## config.mk

```make
export PLATFORM = sky130hd
export DESIGN_NAME = mem_arbiter
export DESIGN_NICKNAME = d
export VERILOG_FILES = /design/src/rtl/mem_arbiter.sv
export SDC_FILE = /design/constraint.sdc
export NUM_CORES = 1
export LEC_CHECK = 0
export CAP_MARGIN = 20
export CELL_PAD_IN_SITES_DETAIL_PLACEMENT = 1
export CELL_PAD_IN_SITES_GLOBAL_PLACEMENT = 1
export CORE_AREA = 2 2 358 360
export DETAILED_ROUTE_END_ITERATION = 6
export DIE_AREA = 0 0 360 362
export PLACE_DENSITY_LB_ADDON = 0.3
export SYNTH_ARGS = -nofsm -noshare
export SYNTH_HDL_FRONTEND = slang
export SYNTH_SLANG_ARGS = --single-unit
```

## constraint.sdc

```tcl
create_clock -name clk -period 3.1 [get_ports clk]
set_input_delay 0.465 -clock clk [delete_from_list [all_inputs] [get_ports clk]]
set_output_delay 0.465 -clock clk [all_outputs]
set_load 0.05 [all_outputs]
```

## src/rtl/mem_arbiter.sv

```systemverilog
// mem_arbiter: shares the main-memory line port between the icache (ic_) and dcache (dc_) clients.
// Define MEM_ARB_ROUND_ROBIN_EN for round-robin tie-breaking; otherwise dc has fixed priority over ic.
`ifndef MEM_DATA_BITS
`define MEM_DATA_BITS 128
`endif

module mem_arbiter #(
    parameter int unsigned ADDR_W = 28,
    parameter int unsigned DATA_W = `MEM_DATA_BITS,
    parameter int unsigned BEATS  = 4
) (
    input  logic                clk,
    input  logic                reset,

    input  logic                ic_req_valid,
    output logic                ic_req_ready,
    input  logic [ADDR_W-1:0]   ic_req_addr,
    input  logic                ic_req_rw,
    input  logic                ic_req_data_valid,
    output logic                ic_req_data_ready,
    input  logic [DATA_W-1:0]   ic_req_data_bits,
    input  logic [DATA_W/8-1:0] ic_req_data_mask,
    output logic                ic_resp_valid,
    output logic [DATA_W-1:0]   ic_resp_data,

    input  logic                dc_req_valid,
    output logic                dc_req_ready,
    input  logic [ADDR_W-1:0]   dc_req_addr,
    input  logic                dc_req_rw,
    input  logic                dc_req_data_valid,
    output logic                dc_req_data_ready,
    input  logic [DATA_W-1:0]   dc_req_data_bits,
    input  logic [DATA_W/8-1:0] dc_req_data_mask,
    output logic                dc_resp_valid,
    output logic [DATA_W-1:0]   dc_resp_data,

    output logic                mem_req_valid,
    input  logic                mem_req_ready,
    output logic [ADDR_W-1:0]   mem_req_addr,
    output logic                mem_req_rw,
    output logic                mem_req_data_valid,
    input  logic                mem_req_data_ready,
    output logic [DATA_W-1:0]   mem_req_data_bits,
    output logic [DATA_W/8-1:0] mem_req_data_mask,
    input  logic                mem_resp_valid,
    input  logic [DATA_W-1:0]   mem_resp_data
);

    localparam int unsigned BEAT_W = $clog2(BEATS);
    localparam logic [BEAT_W-1:0] LAST_BEAT = BEAT_W'(BEATS - 1);

    typedef enum logic [1:0] {IDLE, REQ, WDATA, RDATA} state_t;

    state_t              state, state_n;
    logic                gnt, gnt_n;
    logic [BEAT_W-1:0]   beat, beat_n;
    logic                pick;

    logic                g_valid;
    logic [ADDR_W-1:0]   g_addr;
    logic                g_rw;
    logic                g_dvalid;
    logic [DATA_W-1:0]   g_dbits;
    logic [DATA_W/8-1:0] g_dmask;

`ifdef MEM_ARB_ROUND_ROBIN_EN
    logic rr, rr_n;
    assign pick = (ic_req_valid && dc_req_valid) ? rr : dc_req_valid;
`else
    assign pick = dc_req_valid;
`endif

    assign g_valid  = gnt ? dc_req_valid      : ic_req_valid;
    assign g_addr   = gnt ? dc_req_addr       : ic_req_addr;
    assign g_rw     = gnt ? dc_req_rw         : ic_req_rw;
    assign g_dvalid = gnt ? dc_req_data_valid : ic_req_data_valid;
    assign g_dbits  = gnt ? dc_req_data_bits  : ic_req_data_bits;
    assign g_dmask  = gnt ? dc_req_data_mask  : ic_req_data_mask;

    assign ic_resp_data = mem_resp_data;
    assign dc_resp_data = mem_resp_data;

    always_ff @(posedge clk or negedge reset) begin
        if (!reset) begin
            state <= IDLE;
            gnt   <= 1'b0;
            beat  <= '0;
`ifdef MEM_ARB_ROUND_ROBIN_EN
            rr    <= 1'b1;
`endif
        end else begin
            state <= state_n;
            gnt   <= gnt_n;
            beat  <= beat_n;
`ifdef MEM_ARB_ROUND_ROBIN_EN
            rr    <= rr_n;
`endif
        end
    end

    always_comb begin
        state_n            = state;
        gnt_n              = gnt;
        beat_n             = beat;
`ifdef MEM_ARB_ROUND_ROBIN_EN
        rr_n               = rr;
`endif
        ic_req_ready       = 1'b0;
        dc_req_ready       = 1'b0;
        ic_req_data_ready  = 1'b0;
        dc_req_data_ready  = 1'b0;
        ic_resp_valid      = 1'b0;
        dc_resp_valid      = 1'b0;
        mem_req_valid      = 1'b0;
        mem_req_addr       = '0;
        mem_req_rw         = 1'b0;
        mem_req_data_valid = 1'b0;
        mem_req_data_bits  = '0;
        mem_req_data_mask  = '0;

        case (state)
            IDLE: begin
                if (ic_req_valid || dc_req_valid) begin
                    gnt_n   = pick;
                    state_n = REQ;
                end
            end
            REQ: begin
                mem_req_valid = g_valid;
                mem_req_addr  = g_addr;
                mem_req_rw    = g_rw;
                ic_req_ready  = !gnt && mem_req_ready;
                dc_req_ready  =  gnt && mem_req_ready;
                // A withdrawn request abandons the grant without touching memory.
                if (!g_valid) begin
                    state_n = IDLE;
                end else if (mem_req_ready) begin
                    state_n = g_rw ? WDATA : RDATA;
                    beat_n  = '0;
                end
            end
            WDATA: begin
                mem_req_data_valid = g_dvalid;
                mem_req_data_bits  = g_dbits;
                mem_req_data_mask  = g_dmask;
                ic_req_data_ready  = !gnt && mem_req_data_ready;
                dc_req_data_ready  =  gnt && mem_req_data_ready;
                if (g_dvalid && mem_req_data_ready) begin
                    beat_n = beat + BEAT_W'(1);
                    if (beat == LAST_BEAT) begin
                        beat_n  = '0;
                        state_n = IDLE;
`ifdef MEM_ARB_ROUND_ROBIN_EN
                        rr_n    = ~rr;
`endif
                    end
                end
            end
            RDATA: begin
                ic_resp_valid = !gnt && mem_resp_valid;
                dc_resp_valid =  gnt && mem_resp_valid;
                if (mem_resp_valid) begin
                    beat_n = beat + BEAT_W'(1);
                    if (beat == LAST_BEAT) begin
                        beat_n  = '0;
                        state_n = IDLE;
`ifdef MEM_ARB_ROUND_ROBIN_EN
                        rr_n    = ~rr;
`endif
                    end
                end
            end
            default: state_n = IDLE;
        endcase
    end

endmodule

```

# After elaboration in Yosys (flattened, before gate mapping)
# Cells that the tools add are included.
# W data, S select, Z words.
[totals]
ff_bits = 5
input_bits = 483
output_inout_bits = 437
wordCells = 60
[classes]
n_addsub = 1
n_eq_ne = 10
n_mux = 32
reduce_logical = 14
[ops]
columns = ["operator", "count"]
rows = [
  ["$mux W128", 2],
  ["$mux W28", 2],
  ["$mux W16", 2],
  ["$mux W2", 11],
  ["$mux W1", 13],
  ["$ne A2 B2 Y1 const B", 5],
  ["$pmux W2 S4", 1],
  ["$logic_and A1 B1 Y1", 7],
  ["$eq A2 B2 Y1 const B", 3],
  ["$pmux W2 S3", 1],
  ["$reduce_and A5 Y1", 1],
  ["$reduce_and A4 Y1", 1],
  ["$ne A3 B3 Y1 const B", 1],
  ["$reduce_bool A3 Y1", 1],
  ["$add A2 B1 Y2 const B", 1],
  ["$eq A2 B1 Y1 const B", 1],
  ["$logic_not A2 Y1", 1],
  ["$reduce_and A2 Y1", 1],
  ["$logic_not A1 Y1", 1],
  ["$logic_or A1 B1 Y1", 1],
]

# Depth between registers and ports, before layout
# Gate-level depths: netlist of the first run.
[logic_depth]
depth_word = 5
ltp_mapped = 5
mapped_depth_nobuf = 4

# Worst setup path before layout of the first run
# Ideal clock, no wire load.
[synth_timing]
path_kind = "flip-flop to output port"
start = "reg gnt"
end = "out ic_req_data_ready"
t_arrival_ns = 1.990
required_ns = 2.635
setup_slack_ns = 0.645
path_stages_with_launch = 5
n_path_buf = 3
cell_sequence = "dfrtp_1 -> buf_6 -> buf_4 -> buf_4 -> nor3b_1"
[synth_between]
elab_chain_cells = 3
[synth_rtl]
columns = ["element", "line_no", "rtl"]
rows = [
  ["start, declared", "55", "logic gnt, gnt_n;"],
  ["start signal, assigned", "93", "gnt <= gnt_n;"],
  ["$logic_not A1 Y1", "146", "ic_req_data_ready = !gnt && mem_req_data_ready;"],
  ["$logic_and A1 B1 Y1", "146", ""],
  ["$mux W1", "121", "case (state)"],
  ["end, declared", "20", "output logic ic_req_data_ready,"],
]
# Every way passes these cells.

# Worst setup path after layout of the first run
[layout_timing]
start = "reg gnt"
end = "out dc_resp_valid"
[layout_between]
elab_chain_cells = 2
[layout_rtl]
columns = ["element", "line_no", "rtl"]
rows = [
  ["$logic_and A1 B1 Y1", "161", "dc_resp_valid = gnt && mem_resp_valid;"],
  ["$mux W1", "121", ""],
  ["end, declared", "34", "output logic dc_resp_valid,"],
]
# Every way passes these cells.

==> results.md, run 1 <==
| Result | This run |
|:---|:---|
| Run status | complete, no violations |
| Final critical delay including setup and external delays | 2800 ps |
| DRT antenna net count | 0 |
| Max Clk Rate | 0.358 GHz |
| Area growth from synthesis to layout | 121% |
| Critical Path Sink Type | output pin |
| Clock Pin Slew Worst Setup and Hold Paths | 30 ps |
| Critical path fanouts, max | 45 |
| Vias in the first global route | 6291 |
| Sequential fraction of the synthesis area | 2.55% |
| Most used standard cells in the synthesized netlist | sky130_fd_sc_hd__buf_4, sky130_fd_sc_hd__mux2i_1, sky130_fd_sc_hd__nor2_1 |
| Data required time at the worst endpoint | 2630 ps |
| Max-cap violations | 0 |
| Core area | 0.127 mm² |
| Number of filler cells placed in the layout | 15117 |
| Gates resized, CTS repair | 0 |
| Transition time at the pin with the least slew margin | 558 ps |
| Worst Setup Path Type | register to output pin |
| Final wirelength | 47300 µm |
| Die ar. | 0.130 mm² |
| Relative max-transition margin | 61.7% |
| Library cell with the highest instance count after synthesis | sky130_fd_sc_hd__buf_4 |
| Total of endpoints with negative setup slack in the final report | 0 |
| Synth Net Count | 1169 |
| Maximum level of the CTS H-tree | 1 |
| Number of antenna violations at the first check in global routing | 8 |
| Number of standard cells after synthesis | 685 |
| Die height | 362 µm |
| Lkg Pwr | 4.19 nW |
| Number of buffers on the longest clock path | 2 |
| Arr. time, crit path | 2330 ps |
| RSZ-0062 raised after global routing | no |
| Iter 0 DRT Violations | 152 |
| Average wire per cell in the routed design | 18.1 µm |
| Port buffer count | 535 |
| Synth top area share | 41.3% |
| Starting density of the core | 3.87% |
| Area of the multi-input gates | 0.00261 mm² |
| Hold/Removal Path Class | primary input to async pin |
| Storage cell area | 129 µm² |
| Final clock skew | 2.53 ps |
| Residual DRC count | 0 |
| Clock latency reported for the late side of the worst-skew pair | 230 ps |
| Total Neg Setup Slack | 0 ps |
| Share of the clock period used by the worst path | 90.2% |
| Ranking of synthesized cells by area | sky130_fd_sc_hd__buf_4, sky130_fd_sc_hd__mux2i_1, sky130_fd_sc_hd__nor2_1 |
| Max rail drop VDD | 247 µV |
| Category of the worst setup path launch point | register |
| Total standard cell area after synthesis | 0.00490 mm² |
| Setup fix buffers added after clock tree synthesis | 0 |
| Post-DP HPWL | 43900 µm |
| Hold_buf cts | 0 |
| Wire length of the first global-routing pass | 60000 µm |
| Horiz. Die Dim | 360 µm |
| Maximum number of pins on one net before global-route repair | 63 |
| Clock root buffer | sky130_fd_sc_hd__clkbuf_16 |
| Number of flops mapped to enable cells by yosys | 0 |
| Syn_area_per_cell | 7.16 µm² |
| Predominant post-synthesis flop cell | sky130_fd_sc_hd__dfrtp_1 |
| Ports placed on the boundary | 920 |
| Placement Setup Slack | 446 ps |
| Synth warn | 0 |
| Last weighted congestion value of the routability-driven placer | 0.794 |
| Register-to-register setup slack | 1050 ps |
| Proportion of layout cells with a drive suffix above 1 | 17.3% |
| Max-slew violation count | 0 |
| Via count normalized by instance count | 2.15 |
| Seq cells post-synth | 5 |
| Total routing usage reported by global routing | 6.83% |
| Setup slack of the critical path after layout | 303 ps |
| Detailed-route via count | 5619 |
| Async set or reset register ratio after synthesis | 100% |
| Hold Fails Final Rpt | 0 |
| Cell accounting for the most synthesized area | sky130_fd_sc_hd__buf_4 |
| Clock tree from TritonCTS | done |
| Total Nets Final | 1439 |
| Worst Hold Margin | 479 ps |
| Sum of overflow across all layers after global routing | 0 |
| Number of CTS-inserted buffers | 3 |
| Clock Sink Count | 5 |
| Drt first pass iters | 4 |
| Count of different cell masters after synthesis | 24 |
| Core Rows | 131 |
| Cell area power density | 646 mW/mm² |
[per-layer routing]
metal,track usage [%],share of wire (%)
met5,0,0.15
met4,0.684,0.64
met3,5.65,18
met2,11.5,47
met1,6.66,34
[cell type report]
cell class                      instances  area share [%]
Timing Repair Buffer                  560            54.6
Tap cell                             1662            19.2
Sequential cell                         5            1.19
Multi-Input combinational cell        379            24.1
Clock buffer                            4           0.726
Inverter                                6           0.208
Antenna cell                            2          0.0461
[through the flow]
| step | total power (W) | instances | instance area (µm²) | utilization (%) |
|---|---|---|---|---|
| after detailed placement | 0.00702 | 2612 | 10800 | 8.50 |
| after floorplan | 0.00503 | 685 | 4900 | - |
| after global placement | 0.00696 | 2612 | 10800 | 8.50 |
| after CTS | 0.00725 | 2616 | 10800 | 8.56 |
| after global routing | 0.00746 | 2618 | 10900 | 8.56 |
| final | 0.00701 | 2618 | 10900 | 8.56 |
[registers in the layout, summed over array words and instances, names as in the netlist]
name	cells
beat	2
gnt	1
state	2
[placed cells by master (no fill, tap or decap), drive strengths merged]
| cell type | netlist | final |
|---|---|---|
| nor2b | 1 | 1 |
| a22o | 1 | 1 |
| nand2b | 1 | 1 |
| mux2 | 1 | 1 |
| o221ai | 1 | 1 |
| clkdlybuf4s50 | 0 | 403 |
| a2bb2oi | 1 | 1 |
| nor2 | 176 | 176 |
| and3 | 2 | 2 |
| nor3b | 1 | 1 |
| clkbuf | 3 | 4 |
| a31oi | 1 | 1 |
| o21ai | 1 | 1 |
| dfrtp | 5 | 5 |
| mux2i | 177 | 177 |
| a21bo | 1 | 1 |
| diode | 0 | 2 |
| nand3 | 1 | 1 |
| or2 | 1 | 1 |
| inv | 6 | 6 |
| buf | 292 | 157 |
| nand2 | 8 | 8 |
| nor3 | 3 | 3 |
| ha | 1 | 1 |
[worst paths after layout]
path / startpoint / end / depth (start not counted)
setup / recovery: gnt$_DFFE_PN0P_ / dc_resp_valid / 4
hold / removal: reset / gnt$_DFFE_PN0P_ / 1
setup reg to reg: gnt$_DFFE_PN0P_ / state[0]$_DFFE_PN0P_ / 6
hold reg to reg: beat[0]$_DFFE_PN0P_ / beat[0]$_DFFE_PN0P_ / 2
max in group asynchronous: reset / gnt$_DFFE_PN0P_ / 1
min in group clk: beat[0]$_DFFE_PN0P_ / beat[0]$_DFFE_PN0P_ / 2
[report_power, final]
part           leakage (nW)  switching (W)  internal [W]  total (W)
clock                0.0382      0.0000421      0.000170   0.000212
combinational          4.09        0.00404       0.00255    0.00659
sequential           0.0620       0.000104     0.0000995   0.000204
[worst max-delay path, cell delays in order, from the launching register on]
cell and delay, ps:
sky130_fd_sc_hd__dfrtp_4 670, sky130_fd_sc_hd__buf_12 290, sky130_fd_sc_hd__inv_1 290, sky130_fd_sc_hd__nor3_1 520, sky130_fd_sc_hd__buf_12 210
[cell families (layout without fill, tap and decap cells)]
family	after synthesis	in the layout	synth area share, %
adder cells (fa/ha/maj)	1	1	0.255
AO/OA/AOI/OAI	6	6	1.10
other	0	2	0
AND/OR/NAND/NOR	194	194	15.3
flip-flops	5	5	2.55
buffers and inverters	301	570	44.4
multiplexers	178	178	36.4
Power figures use the tool's default switching activity.
==> inputs of run 2 (changes only) <==
- CELL_PAD_IN_SITES_DETAIL_PLACEMENT: 1 -> unset
- CELL_PAD_IN_SITES_GLOBAL_PLACEMENT: 1 -> unset
- CORE_AREA: 2 2 358 360 -> 2 2 355 357
- DIE_AREA: 0 0 360 362 -> 0 0 357 359
==> results.md, run 2 (same netlist as run 1, synthesis figures left out) <==
| Result | This run | Delta |
|:---|:---|:---|
| Maximum number of pins on one net before global-route repair | 71 | was 63 |
| Transition time at the pin with the least slew margin | 560 ps | was 558 ps |
| Wire length of the first global-routing pass | 78300 µm | was 60000 µm |
| Commonest cells after routing, fill and taps aside | sky130_fd_sc_hd__clkdlybuf4s50_1, sky130_fd_sc_hd__nor2_1, sky130_fd_sc_hd__mux2i_1, sky130_fd_sc_hd__buf_12, sky130_fd_sc_hd__buf_4 | was sky130_fd_sc_hd__clkdlybuf4s50_1, sky130_fd_sc_hd__mux2i_1, sky130_fd_sc_hd__nor2_1, sky130_fd_sc_hd__buf_4, sky130_fd_sc_hd__buf_12 |
| Final wirelength | 66600 µm | was 47300 µm |
| Total Neg Setup Slack | 0 ps | unchanged |
| Area of the multi-input gates | 0.00265 mm² | was 0.00261 mm² |
| Hold_buf cts | 0 | unchanged |
| Drt first pass iters | 6 | was 4 |
| Cell area power density | 715 mW/mm² | was 646 mW/mm² |
| Max-cap violations | 0 | unchanged |
| Horiz. Die Dim | 357 µm | was 360 µm |
| Proportion of layout cells with a drive suffix above 1 | 22.8% | was 17.3% |
| Portion of total power attributed to combinational logic | 95.4% | was 94.1% |
| Max rail drop VDD | 315 µV | was 247 µV |
| Die ar. | 0.128 mm² | was 0.130 mm² |
| Dpl cells | 2602 | was 2612 |
| Count of cells along the worst register-to-register path | 6 | unchanged |
| Final clock skew | 3.40 ps | was 2.53 ps |
| Vias in the first global route | 5969 | was 6291 |
| Final critical delay including setup and external delays | 2690 ps | was 2800 ps |
| DRT antenna net count | 0 | unchanged |
| Gate family responsible for the most delay along the worst path | buffers and inverters | unchanged |
| Last weighted congestion value of the routability-driven placer | 0.752 | was 0.794 |
| Category of the worst setup path launch point | register | unchanged |
| Total internal power | 0.00337 W | was 0.00282 W |
| Critical Path Slowest Stage Cell | sky130_fd_sc_hd__dfrtp_4 | unchanged |
| RSZ-0062 raised after global routing | no | unchanged |
| Storage cell area | 129 µm² | unchanged |
| Detailed-route via count | 5648 | was 5619 |
| Run status | complete, no violations | unchanged |
| Clock tree from TritonCTS | done | unchanged |
| Share of power burned in registers | 2.0% | was 2.9% |
| Residual DRC count | 0 | unchanged |
| Number of filler cells placed in the layout | 14602 | was 15117 |
| Critical path fanouts, max | 35 | was 45 |
| Number of CTS-inserted buffers | 3 | unchanged |
| Lkg Pwr | 4.46 nW | was 4.19 nW |
| Critical Path Sink Type | output pin | unchanged |
| Starting density of the core | 3.94% | was 3.87% |
| GR Layer Usage met1 | 10.5% | was 6.66% |
| Ports placed on the boundary | 920 | unchanged |
| Via count normalized by instance count | 2.16 | was 2.15 |
| Register-to-register setup slack | 1120 ps | was 1050 ps |
| Core Rows | 130 | was 131 |
| Total routing usage reported by global routing | 9.82% | was 6.83% |
| Total Nets Final | 1444 | was 1439 |
| Clock Sink Count | 5 | unchanged |
| Core area | 0.125 mm² | was 0.127 mm² |
| Die height | 359 µm | was 362 µm |
| Critical register-to-register path endpoint | state[0]$_DFFE_PN0P_ | unchanged |
| Most frequent standard cell in the layout excluding fill and tap cells | sky130_fd_sc_hd__clkdlybuf4s50_1 | unchanged |
| Hold/Removal Path Class | primary input to async pin | unchanged |
| Number of antenna violations at the first check in global routing | 13 | was 8 |
| Buffers plus inverters on the worst setup path | 4 | was 3 |
| Clock latency reported for the late side of the worst-skew pair | 230 ps | about the same |
| Clock root buffer | sky130_fd_sc_hd__clkbuf_16 | unchanged |
| Met2 usage | 15.2% | was 11.5% |
| Average wire per cell in the routed design | 25.5 µm | was 18.1 µm |
| Fraction of power spent switching nets | 58.8% | was 59.7% |
| Layout Cells excl Fill | 2610 | was 2618 |
| Iter 0 DRT Violations | 173 | was 152 |
| Cells traversed along the worst timing path | buf_4 > buf_12 > mux2i_1 > buf_4 > nor2_1 > buf_12 | was buf_12 > inv_1 > nor3_1 > buf_12 |
| Sum of overflow across all layers after global routing | 0 | unchanged |
| Arr. time, crit path | 2220 ps | was 2330 ps |
| Largest registers | beat x2, state x2, gnt x1 | unchanged |
| Post-DP HPWL | 63200 µm | was 43900 µm |
| Post-Layout Inst Area | 0.0114 mm² | was 0.0109 mm² |
| Worst Setup Path Type | register to output pin | unchanged |
| Data required time at the worst endpoint | 2630 ps | about the same |
| Area growth from synthesis to layout | 133% | was 121% |
| Clock Pin Slew Worst Setup and Hold Paths | 40 ps | was 30 ps |
| Switching power total | 0.00481 W | was 0.00418 W |
| Placement Setup Slack | -237 ps | was 446 ps |
| Maximum level of the CTS H-tree | 1 | unchanged |
| Max-slew violation count | 0 | unchanged |
| Relative max-transition margin | 61.6% | was 61.7% |
| Number of buffers on the longest clock path | 2 | unchanged |
| Share of the clock period used by the worst path | 86.7% | was 90.2% |
| Delay of the slowest cell on the worst path | 530 ps | was 670 ps |
| Port buffer count | 535 | unchanged |
| Hold Fails Final Rpt | 0 | unchanged |
| Busiest layer in global routing | met2 | unchanged |
| Setup slack of the critical path after layout | 412 ps | was 303 ps |
| Worst Hold Margin | 478 ps | was 479 ps |
| Fraction of met3 tracks used by global routing | 8.16% | was 5.65% |
| Clock network fraction of total power | 2.6% | was 3.0% |
| Critical R2R Launch | gnt$_DFFE_PN0P_ | unchanged |
| Max Clk Rate | 0.372 GHz | was 0.358 GHz |
| Area post-placement | 0.0113 mm² | was 0.0108 mm² |
| Total of endpoints with negative setup slack in the final report | 0 | unchanged |
-- run 2: cell types whose count changed in the layout (fill, tap and decap cells not counted) --
cell / delta
sky130_fd_sc_hd__buf_12: +52
sky130_fd_sc_hd__clkdlybuf4s50_1: -46
sky130_fd_sc_hd__mux2i_1: -3
sky130_fd_sc_hd__mux2i_4: +3
sky130_fd_sc_hd__buf_4: -1
sky130_fd_sc_hd__diode_2: -1
-- run 2: what timing repair did --
item,CTS,global route
hold endpoints to repair,0,0
gates resized for setup,6,0
setup endpoints to repair,3,2
gates cloned,0,0
setup buffers,0,3
-- run 2: routing by layer --
layer	part of all wire (%)	vias up
met5	0.20	-
met4	0.83	12
met3	19	37
met2	43	626
met1	37	2470
li1	-	2503
-- run 2: worst max-delay path by stage --
stage	end	slack (ps)	startpoint	cells past startpoint
2_1_floorplan	ic_req_data_ready	650	gnt$_DFFE_PN0P_	4
4_1_cts	mem_req_data_bits[13]	9	gnt$_DFFE_PN0P_	5
6_report	mem_req_data_bits[2]	410	gnt$_DFFE_PN0P_	6
5_1_grt	mem_req_data_bits[13]	240	gnt$_DFFE_PN0P_	5
3_3_place_gp	mem_req_data_bits[12]	-200	gnt$_DFFE_PN0P_	5
3_5_place_dp	mem_req_data_bits[13]	-240	gnt$_DFFE_PN0P_	5
-- run 2: cell type report --
type | instances | share of cell area, %
antenna | 1 | 0.0219
clock buffer | 4 | 0.689
inverter | 6 | 0.197
multi-input combinational | 379 | 23.1
sequential | 5 | 1.13
tap | 1650 | 18.0
timing repair buffer | 565 | 56.8
-- run 2: through the flow --
stage,power (W),utilization [%]
finish,0.00818,9.18
global route,0.00866,9.18
CTS,0.00845,9.16
detailed placement,0.00819,9.07
global placement,0.00818,9.07
floorplan,0.00503,-
-- run 2: power groups by stage --
stage | combinational, W | sequential (W) | clock (W)
2_1_floorplan | 0.00491 | 0.000117 | 0
3_3_place_gp | 0.00795 | 0.000224 | 0
3_5_place_dp | 0.00796 | 0.000226 | 0
4_1_cts | 0.00801 | 0.000225 | 0.000218
5_1_grt | 0.00826 | 0.000171 | 0.000225
6_report | 0.00780 | 0.000163 | 0.000217
==> inputs of run 3 (changes only) <==
==> constraint.sdc (replaced) <==
create_clock -name clk -period 3.1 [get_ports clk]
set_input_delay 0.465 -clock clk [delete_from_list [all_inputs] [get_ports clk]]
set_output_delay 0.465 -clock clk [all_outputs]
set_load 0.02 [all_outputs]
==> results.md, run 3 (same netlist as run 1, synthesis figures left out) <==
| Result | This run | Delta |
|:---|:---|:---|
| Relative max-transition margin | 55.1% | was 61.6% |
| Iter 0 DRT Violations | 220 | was 173 |
| RSZ-0062 raised after global routing | no | unchanged |
| Layout Cells excl Fill | 2609 | was 2610 |
| Post-DP HPWL | 62900 µm | was 63200 µm |
| Number of antenna violations at the first check in global routing | 10 | was 13 |
| Die height | 359 µm | unchanged |
| Via count normalized by instance count | 2.20 | was 2.16 |
| Transition time at the pin with the least slew margin | 655 ps | was 560 ps |
| Max-slew violation count | 0 | unchanged |
| Hold Fails Final Rpt | 0 | unchanged |
| Maximum number of pins on one net before global-route repair | 39 | was 71 |
| Number of filler cells placed in the layout | 14659 | was 14602 |
| Proportion of layout cells with a drive suffix above 1 | 13.0% | was 22.8% |
| Critical Path Sink Type | output pin | unchanged |
| Commonest cells after routing, fill and taps aside | sky130_fd_sc_hd__clkdlybuf4s50_1, sky130_fd_sc_hd__mux2i_1, sky130_fd_sc_hd__nor2_1, sky130_fd_sc_hd__buf_12, sky130_fd_sc_hd__buf_4 | was sky130_fd_sc_hd__clkdlybuf4s50_1, sky130_fd_sc_hd__nor2_1, sky130_fd_sc_hd__mux2i_1, sky130_fd_sc_hd__buf_12, sky130_fd_sc_hd__buf_4 |
| Area of the multi-input gates | 0.00261 mm² | was 0.00265 mm² |
| Worst Setup Path Type | register to output pin | unchanged |
| Total Nets Final | 1444 | unchanged |
| Cell area power density | 590 mW/mm² | was 715 mW/mm² |
| Clock latency reported for the late side of the worst-skew pair | 230 ps | about the same |
| Number of buffers on the longest clock path | 2 | unchanged |
| Worst Hold Margin | 483 ps | was 478 ps |
| Max Clk Rate | 0.337 GHz | was 0.372 GHz |
| Storage cell area | 129 µm² | unchanged |
| Clock network fraction of total power | 3.3% | was 2.6% |
| Run status | complete, no violations | unchanged |
| Hold_buf cts | 0 | unchanged |
| Residual DRC count | 0 | unchanged |
| Final wirelength | 66900 µm | was 66600 µm |
| Share of power burned in registers | 3.1% | was 2.0% |
| Core Rows | 130 | unchanged |
| Starting density of the core | 3.94% | unchanged |
| Switching power total | 0.00349 W | was 0.00481 W |
| Largest registers | beat x2, state x2, gnt x1 | unchanged |
| Data required time at the worst endpoint | 2630 ps | about the same |
| Lkg Pwr | 4.14 nW | was 4.46 nW |
| Category of the worst setup path launch point | register | unchanged |
| Wire length on met3 | 12100 µm | was 12700 µm |
| Total internal power | 0.00303 W | was 0.00337 W |
| Dpl cells | 2604 | was 2602 |
| Final clock skew | 2.20 ps | was 3.40 ps |
| Critical path launch point | gnt$_DFFE_PN0P_ | unchanged |
| DRT antenna net count | 0 | unchanged |
| Hold/Removal Path Class | primary input to async pin | unchanged |
| Port buffer count | 535 | unchanged |
| Wire length of the first global-routing pass | 78400 µm | was 78300 µm |
| Max rail drop VDD | 309 µV | was 315 µV |
| Last weighted congestion value of the routability-driven placer | 0.787 | was 0.752 |
| Detailed-route via count | 5738 | was 5648 |
| Maximum level of the CTS H-tree | 1 | unchanged |
| Arr. time, crit path | 2500 ps | was 2220 ps |
| Clock root buffer | sky130_fd_sc_hd__clkbuf_16 | unchanged |
| Total Neg Setup Slack | 0 ps | unchanged |
| Total of endpoints with negative setup slack in the final report | 0 | unchanged |
| Die ar. | 0.128 mm² | unchanged |
| Critical path fanouts, max | 20 | was 35 |
| Vias in the first global route | 5972 | was 5969 |
| Most frequent standard cell in the layout excluding fill and tap cells | sky130_fd_sc_hd__clkdlybuf4s50_1 | unchanged |
| Uppermost metal layer occupied by signal nets | met5 | unchanged |
| Critical R2R Launch | gnt$_DFFE_PN0P_ | unchanged |
| Portion of total power attributed to combinational logic | 93.6% | was 95.4% |
| Average wire per cell in the routed design | 25.6 µm | was 25.5 µm |
| Share of the clock period used by the worst path | 95.6% | was 86.7% |
| Final critical delay including setup and external delays | 2960 ps | was 2690 ps |
| Number of CTS-inserted buffers | 3 | unchanged |
| Length of routed met2 wiring | 29300 µm | was 28800 µm |
| Sum of overflow across all layers after global routing | 0 | unchanged |
| Drt first pass iters | 4 | was 6 |
| Ports placed on the boundary | 920 | unchanged |
| Clock Sink Count | 5 | unchanged |
| Max-cap violations | 0 | unchanged |
| Core area | 0.125 mm² | unchanged |
| Area growth from synthesis to layout | 125% | was 133% |
| Diode insertion count for antenna repair | 0 | was 1 |
| Clock tree from TritonCTS | done | unchanged |
| Horiz. Die Dim | 357 µm | unchanged |
| Clock Pin Slew Worst Setup and Hold Paths | 30 ps | was 40 ps |
| Total routing usage reported by global routing | 9.78% | was 9.82% |
| Fraction of power spent switching nets | 53.5% | was 58.8% |
| Post-route met1 wirelength | 24900 µm | was 24500 µm |
==> run 3: repair_timing <==
item                       in CTS  in global routing
setup endpoints to repair       0                  1
gates resized for setup         0                  0
setup buffers                   0                  1
==> run 3: power groups by stage <==
stage               registers (W)  logic (W)  clock network (W)
floorplan                0.000117    0.00325                  0
global placement         0.000240    0.00624                  0
detailed placement       0.000243    0.00624                  0
CTS                      0.000243    0.00626           0.000217
global route             0.000223    0.00651           0.000225
finish                   0.000205    0.00610           0.000212
==> run 3: routing by layer <==
layer / vias to the layer above / track usage [%]
li1: 2508 / -
met1: 2518 / 10.6
met2: 668 / 15.4
met3: 36 / 7.82
met4: 8 / 0.568
met5: - / 0.377
==> run 3: stage by stage <==
step	worst slack (ps)	utilization (%)	total power, W	instance area (µm²)
2_1_floorplan	1270	-	0.00337	4900
3_3_place_gp	271	8.77	0.00648	10900
3_5_place_dp	256	8.77	0.00649	10900
4_1_cts	8.10	8.84	0.00672	11000
5_1_grt	31.6	8.85	0.00696	11000
6_report	137	8.85	0.00651	11000
==> run 3: cell type report <==
cell class | instances | area share (%)
repair buffers | 565 | 55.5
multi-input cells | 379 | 23.7
well taps | 1650 | 18.7
flip-flops and latches | 5 | 1.17
clock buffers | 4 | 0.715
inverters | 6 | 0.204
==> run 3: critical path: stages, from the launching register on <==
cell                              delay, ps
sky130_fd_sc_hd__dfrtp_4                680
sky130_fd_sc_hd__buf_12                 250
sky130_fd_sc_hd__mux2i_1                600
sky130_fd_sc_hd__nor2_1                 120
sky130_fd_sc_hd__clkdlybuf4s50_1        570
==> run 3: final timing paths <==
check	end	cells after the start	slack (ps)
min in group clk	beat[1]$_DFFE_PN0P_	2	540
max reg2reg	state[1]$_DFFE_PN0P_	5	1260
min	beat[0]$_DFFE_PN0P_	1	480
max	mem_req_data_bits[7]	4	140
min reg2reg	beat[1]$_DFFE_PN0P_	2	540
max in group asynchronous	gnt$_DFFE_PN0P_	1	2370
